$ cat src/rtl/timer_pkg.sv
// rtl/timer_pkg.sv - shared state encodings and default widths for the timer block
//
// Purpose: common definitions imported by timer_ctrl and tick_prescaler.
// Ports:   none (package).

package timer_pkg;

  typedef enum logic [1:0] {
    ST_IDLE  = 2'd0,
    ST_RUN   = 2'd1,
    ST_PAUSE = 2'd2,
    ST_DONE  = 2'd3
  } tmr_state_t;

  localparam int TMR_WIDTH   = 32;
  localparam int TMR_PRESC_W = 8;
  localparam int TMR_WRAP_W  = 16;

endpackage

$ cat src/rtl/tick_prescaler.sv
// rtl/tick_prescaler.sv - clock divider producing one count-enable tick every div+1 cycles
//
// Purpose: divides clk down to the timer tick rate while the timer is running.
// Ports:
//   clk, rst_n : clock, asynchronous active-low reset
//   run        : advance the divider this cycle
//   clr        : return the divider to 0 (wins over run)
//   div        : divider value Q; tick fires when the internal count equals Q
//   tick       : combinational count enable, only asserted while run is high

module tick_prescaler
  import timer_pkg::*;
#(
  parameter int PRESC_W = TMR_PRESC_W
) (
  input  logic               clk,
  input  logic               rst_n,
  input  logic               run,
  input  logic               clr,
  input  logic [PRESC_W-1:0] div,
  output logic               tick
);

  logic [PRESC_W-1:0] presc_cnt;

  assign tick = run && (presc_cnt == div);

  always_ff @(posedge clk or negedge rst_n) begin
    if (!rst_n) begin
      presc_cnt <= '0;
    end else if (clr) begin
      presc_cnt <= '0;
    end else if (run) begin
      presc_cnt <= tick ? '0 : presc_cnt + PRESC_W'(1);
    end
  end

endmodule

$ cat src/rtl/timer_ctrl.sv
// rtl/timer_ctrl.sv - programmable one-shot/periodic timer sequencer with sticky irq
//
// Purpose: turns a prescaled tick into a timer with period P+1 ticks, pause via hold,
// abort via stop, period/done pulses, a saturating period counter and a sticky irq.
// Ports:
//   clk, rst_n     : clock, asynchronous active-low reset
//   start, stop    : single-cycle commands (stop > start > hold)
//   hold           : level, pauses counting while high
//   cfg_period     : terminal count P, latched on an accepted start
//   cfg_presc      : divider Q, latched on an accepted start
//   cfg_oneshot    : 1 = finish after one period, latched on an accepted start
//   irq_en, irq_clr: irq set enable, irq clear strobe
//   count, state, busy, period_pulse, done, irq, wrap_cnt : registered status outputs

module timer_ctrl
  import timer_pkg::*;
#(
  parameter int WIDTH   = TMR_WIDTH,
  parameter int PRESC_W = TMR_PRESC_W,
  parameter int WRAP_W  = TMR_WRAP_W
) (
  input  logic               clk,
  input  logic               rst_n,
  input  logic               start,
  input  logic               stop,
  input  logic               hold,
  input  logic [WIDTH-1:0]   cfg_period,
  input  logic [PRESC_W-1:0] cfg_presc,
  input  logic               cfg_oneshot,
  input  logic               irq_en,
  input  logic               irq_clr,
  output logic [WIDTH-1:0]   count,
  output logic [1:0]         state,
  output logic               busy,
  output logic               period_pulse,
  output logic               done,
  output logic               irq,
  output logic [WRAP_W-1:0]  wrap_cnt
);

  tmr_state_t         st_q, st_d;
  logic [WIDTH-1:0]   sh_period;
  logic [PRESC_W-1:0] sh_presc;
  logic               sh_oneshot;

  logic [WIDTH-1:0]   count_d;
  logic [WRAP_W-1:0]  wrap_d;
  logic               pulse_d, done_d, irq_d, busy_d;
  logic               load, presc_clr;
  logic               tick, terminal;

  assign state = st_q;

  tick_prescaler #(.PRESC_W(PRESC_W)) u_presc (
    .clk   (clk),
    .rst_n (rst_n),
    .run   (st_q == ST_RUN),
    .clr   (presc_clr),
    .div   (sh_presc),
    .tick  (tick)
  );

  // Compare against the shadow period so the wrap never needs an add past all-ones.
  assign terminal = tick && (count == sh_period);

  always_comb begin
    st_d      = st_q;
    count_d   = count;
    wrap_d    = wrap_cnt;
    pulse_d   = 1'b0;
    done_d    = 1'b0;
    load      = 1'b0;
    presc_clr = 1'b0;

    if (stop) begin
      // Abort swallows any terminal tick on this edge; count is left for inspection.
      st_d      = ST_IDLE;
      presc_clr = 1'b1;
    end else if (start && (st_q == ST_IDLE || st_q == ST_DONE)) begin
      load      = 1'b1;
      presc_clr = 1'b1;
      count_d   = '0;
      wrap_d    = '0;
      st_d      = ST_RUN;
    end else begin
      unique case (st_q)
        ST_RUN: begin
          // A tick on the same edge that hold is seen is still applied.
          if (tick) begin
            if (terminal) begin
              count_d = '0;
              pulse_d = 1'b1;
              if (wrap_cnt != '1) wrap_d = wrap_cnt + WRAP_W'(1);
            end else begin
              count_d = count + WIDTH'(1);
            end
          end
          if (terminal && sh_oneshot) begin
            st_d   = ST_DONE;
            done_d = 1'b1;
          end else if (hold) begin
            st_d = ST_PAUSE;
          end
        end
        ST_PAUSE: if (!hold) st_d = ST_RUN;
        default: ;
      endcase
    end

    // Set beats clear when both land on the same edge.
    irq_d = irq_clr ? 1'b0 : irq;
    if (pulse_d && irq_en) irq_d = 1'b1;

    busy_d = (st_d == ST_RUN) || (st_d == ST_PAUSE);
  end

  always_ff @(posedge clk or negedge rst_n) begin
    if (!rst_n) begin
      st_q         <= ST_IDLE;
      count        <= '0;
      wrap_cnt     <= '0;
      period_pulse <= 1'b0;
      done         <= 1'b0;
      irq          <= 1'b0;
      busy         <= 1'b0;
      sh_period    <= '0;
      sh_presc     <= '0;
      sh_oneshot   <= 1'b0;
    end else begin
      st_q         <= st_d;
      count        <= count_d;
      wrap_cnt     <= wrap_d;
      period_pulse <= pulse_d;
      done         <= done_d;
      irq          <= irq_d;
      busy         <= busy_d;
      if (load) begin
        sh_period  <= cfg_period;
        sh_presc   <= cfg_presc;
        sh_oneshot <= cfg_oneshot;
      end
    end
  end

endmodule

$ cat config.mk
export PLATFORM = sky130hd
export DESIGN_NAME = timer_ctrl
export DESIGN_NICKNAME = d
export VERILOG_FILES = /design/src/rtl/timer_pkg.sv /design/src/rtl/tick_prescaler.sv /design/src/rtl/timer_ctrl.sv
export SDC_FILE = /design/constraint.sdc
export NUM_CORES = 1
export LEC_CHECK = 0
export CAP_MARGIN = 20
export CORE_UTILIZATION = 53
export CTS_BUF_LIST = sky130_fd_sc_hd__clkbuf_8 sky130_fd_sc_hd__clkbuf_16
export CTS_CLUSTER_SIZE = 10
export DETAILED_ROUTE_END_ITERATION = 12
export GPL_TIMING_DRIVEN = 1
export PLACE_DENSITY = 0.9
export SKIP_CTS_REPAIR_TIMING = 1
export SLEW_MARGIN = 5
export SYNTH_ARGS = -nofsm -noshare
export SYNTH_HDL_FRONTEND = slang
export SYNTH_SLANG_ARGS = --single-unit
$ cat constraint.sdc
create_clock -name clk -period 2.7 [get_ports clk]
set_clock_uncertainty 0.05 [all_clocks]
set_input_delay 0.54 -clock clk [delete_from_list [all_inputs] [get_ports clk]]
set_output_delay 0.54 -clock clk [all_outputs]
set_load 0.02 [all_outputs]
==> metrics.csv, run 1 <==
stage,metric,value,unit
drt,DR vias/cell,6.14,
timing,final critical-path required period,2.56,ns
global_route,initial antenna violation count,0,
clock_tree,total CTS buffers,9,
drt,Total Routed Length,15900,um
power_and_ir_drop,Psw,1830,uW
timing,final period utilization,95.0,%
global_route,first-pass GRT wire length,26400,um
finish,fillers,791,
flow_run,number of max-cap violations,0,
clock_tree,# H-tree levels,3,
critical_path,critical path data required time,2.96,ns
synth,Post-synth top cells,"170 x nand2_1, 103 x dfrtp_1, 32 x xor2_1",
timing,"Slew Viols, Final",0,
finish,nets@finish,812,
critical_path,CP Launch Type,flip-flop,
critical_path,WP buf/inv,1,
synth,complex-gate fraction of the synthesized area,13.6,%
power_and_ir_drop,Comb power frac,34.8,%
power_and_ir_drop,sequential power share,43.9,%
power_and_ir_drop,Clk pwr share,21.3,%
timing,Fmax,390,MHz
floorplan,core area,10300,um^2
global_route,total gr overflow,0,
drt,DRT iter0 DRCs,564,
clock_tree,TritonCTS clock tree,built,
floorplan,Die ar.,11100,um^2
power_and_ir_drop,PD cells,682,nW/um^2
synth,Yosys reg bits,103,
critical_path,Worst path slowest cell,or4_1,
finish,Synth-to-Final Area Change,28.3,%
timing,Worst-Margin Slew,0.571,ns
synth,"FFs w/ async S/R, synth",100,%
synth,largest family of logic cells by synthesized area,simple AND/OR/NAND/NOR gates,
synth,"EDFF count, synth",0,
critical_path,kind of critical path,flip-flop to flip-flop,
floorplan,Die Wd,105,um
synth,Cells after Synth,640,
timing,final hold vios,0,
clock_tree,clk root buf,clkbuf_8,
synth,xor and xnor area share after synthesis,6.97,%
synth,post-synthesis instance area,5660,um^2
clock_tree,clk slew on worst S/H paths,0.10,ns
finish,finished layout cell area,7260,um^2
placement,IO buf count,101,
synth,sequential area share after synthesis,45.6,%
clock_tree,CTS Buffer Depth,2,
drt,Routed wire per std cell,17.7,um
run_status,status,"complete, no violations",
synth,most common cell in the netlist,nand2_1,
critical_path,worst path cell trace,"xor2_1, nor4_1, and4_1, nand3_2, buf_12, or4_1, a21oi_1",
synth,synth warn,0,
timing,setup TNS,0,ns
synth,"Avg Cell Area, Syn",8.84,um^2
floorplan,row count,37,
placement,dpl cell area,7030,um^2
synth,Synth area leader,dfrtp_1,
drt,drt pass-1 iters,6,
synth,Synth Area in Adders,1.11,%
finish,diode count,0,
synth,Synth cell types,60,
floorplan,IO Pins,102,
placement,dpl hpwl,11800,um
timing,slew margin rel.,61.0,%
min_path,worst min path class,primary input to asynchronous set/reset pin,
timing,WHS,0.0787,ns
power_and_ir_drop,Internal Power,3120,uW
drt,Via Count,5518,
synth,post-synth top area share,45.6,%
global_route,largest net degree at the start of global routing,51,
clock_tree,CTS Sinks,103,
critical_path,Worst EP arrival,2.82,ns
power_and_ir_drop,Sw Share,36.9,%
synth,syn_nets,693,
timing,RSZ-0062 raised after global routing,no,
clock_tree,clock network latency to the later pin of the worst-skew pair,0.38,ns
finish,Multi-input gate area,2930,um^2
floorplan,Starting Density,54.8,%
critical_path,"CP delay by family, top",simple AND/OR/NAND/NOR gates,
global_route,GRT Overall Usage,30.3,%
drt,"antenna viol nets, final",0,
synth,simple-gate share of the synthesized area,29.3,%
synth,most area-consuming cells after synthesis,"dfrtp_1 46%, nand2_1 11%, xor2_1 5.0%",
power_and_ir_drop,Leakage,0.00319,uW
power_and_ir_drop,Worst VDD drop,457,uV
synth,post-synthesis mux area share,0.354,%
global_route,vias in the first global route,5398,
floorplan,Die Ht,105,um
finish,layout cells sized above 1,10.2,%
critical_path,"Max FO, Critical Path",50,
drt,post-route DRC violation count,0,
placement,GP Congestion,0.940,
finish,FF/Latch Area,2580,um^2
synth,"Primary FF master, synth",dfrtp_1,
critical_path,Crit. End Element,flip-flop,
critical_path,"Largest stage delay, worst path",0.52,ns
timing,Finish-stage setup viols,0,
layout make-up:
cell class / count / share of cell area, %
clock buffers: 9 / 1.71
inverters: 8 / 0.414
clock inverters: 6 / 1.19
repair buffers: 142 / 18.5
flip-flops and latches: 103 / 35.5
well taps: 136 / 2.34
multi-input cells: 495 / 40.4
layer usage:
metal	part of all wire, %	GRT usage (%)	vias up
met1	40	40.2	2653
met3	8.0	4.27	42
met2	50	50.0	303
li1	-	-	2520
met4	2.3	12.0	0
met5	0	0	-
stage by stage:
step           power, uW  worst slack (ns)  utilization (%)  cells
2_1_floorplan       3130             0.337                -    640
3_3_place_gp        3800             0.250             68.1    884
3_5_place_dp        3880             0.168             68.1    884
4_1_cts             4930             0.133             70.2    899
5_1_grt             5220           0.00998             70.3    899
6_report            4950             0.135             70.3    899
cells in the final DEF (no fill, tap or decap), drive strengths merged, types with 11 or more instances in the layout:
master	synthesis	final
nand2	170	170
nor4	13	13
a21oi	23	23
clkdlybuf4s50	0	100
dfrtp	103	103
buf	8	42
o21ai	22	22
xnor2	13	13
or3	17	17
nand4	29	29
nand3	22	22
nor3	12	12
nor2	26	26
xor2	32	32
o311ai	11	11
worst reg2reg max path: stages (launching register included):
cell     delay [ns]
dfrtp_1        0.49
xor2_1         0.23
nor4_1         0.37
and4_1         0.35
nand3_2        0.12
buf_12         0.21
or4_1          0.52
a21oi_1        0.15
final timing paths:
path                               from                   end  slack, ns  cells past startpoint
max                           count[13]           wrap_cnt[7]       0.14                      7
min                               rst_n  u_presc.presc_cnt[5]       0.08                      1
max reg2reg                   count[13]           wrap_cnt[7]       0.14                      7
min reg2reg                sh_period[8]          sh_period[8]       0.45                      2
max in group asynchronous         rst_n         sh_period[13]       1.90                      2
min in group clk           sh_period[8]          sh_period[8]       0.45                      2
cell families after synthesis:
logic type / Yosys count
xor gates and xnor gates: 45
AOI/OAI and AO/OA: 106
muxes: 2
adders and majority gates: 5
and+or+nand+nor: 337
DFF: 103
buffers and inverters: 42
flip-flops by register name (all words and copies together), names as in the netlist:
name,count
period_pulse,1
done,1
count,32
irq,1
wrap_cnt,16
u_presc.presc_cnt,8
busy,1
sh_oneshot,1
sh_period,32
sh_presc,8
state,2
power by group through the flow:
| stage | Clock, uW | Sequential (uW) | Combinational [uW] |
|---|---|---|---|
| after floorplan | 0 | 2260 | 868 |
| after global placement | 0 | 2180 | 1630 |
| after detailed placement | 0 | 2200 | 1690 |
| after CTS | 1060 | 2170 | 1700 |
| after global routing | 1120 | 2210 | 1890 |
| final | 1050 | 2170 | 1720 |
Note: power is estimated with default switching activity, not from simulation.
==> run 2: changes to the inputs <==
--- a/config.mk
+++ b/config.mk
@@ -5,7 +5,6 @@
 export SDC_FILE = /design/constraint.sdc
 export NUM_CORES = 1
 export LEC_CHECK = 0
-export CAP_MARGIN = 20
 export CORE_UTILIZATION = 53
 export CTS_BUF_LIST = sky130_fd_sc_hd__clkbuf_8 sky130_fd_sc_hd__clkbuf_16
 export CTS_CLUSTER_SIZE = 10
==> results of run 2 <==
No change in the layout: final DEF, timing and power equal those of run 1.
==> run 3: changes to the inputs <==
--- a/config.mk
+++ b/config.mk
@@ -7,6 +7,7 @@
 export LEC_CHECK = 0
 export CORE_UTILIZATION = 53
 export CTS_BUF_LIST = sky130_fd_sc_hd__clkbuf_8 sky130_fd_sc_hd__clkbuf_16
+export CTS_CLUSTER_DIAMETER = 50
 export CTS_CLUSTER_SIZE = 10
 export DETAILED_ROUTE_END_ITERATION = 12
 export GPL_TIMING_DRIVEN = 1
==> results of run 3 <==
No change in the layout: final DEF, timing and power equal those of run 1.
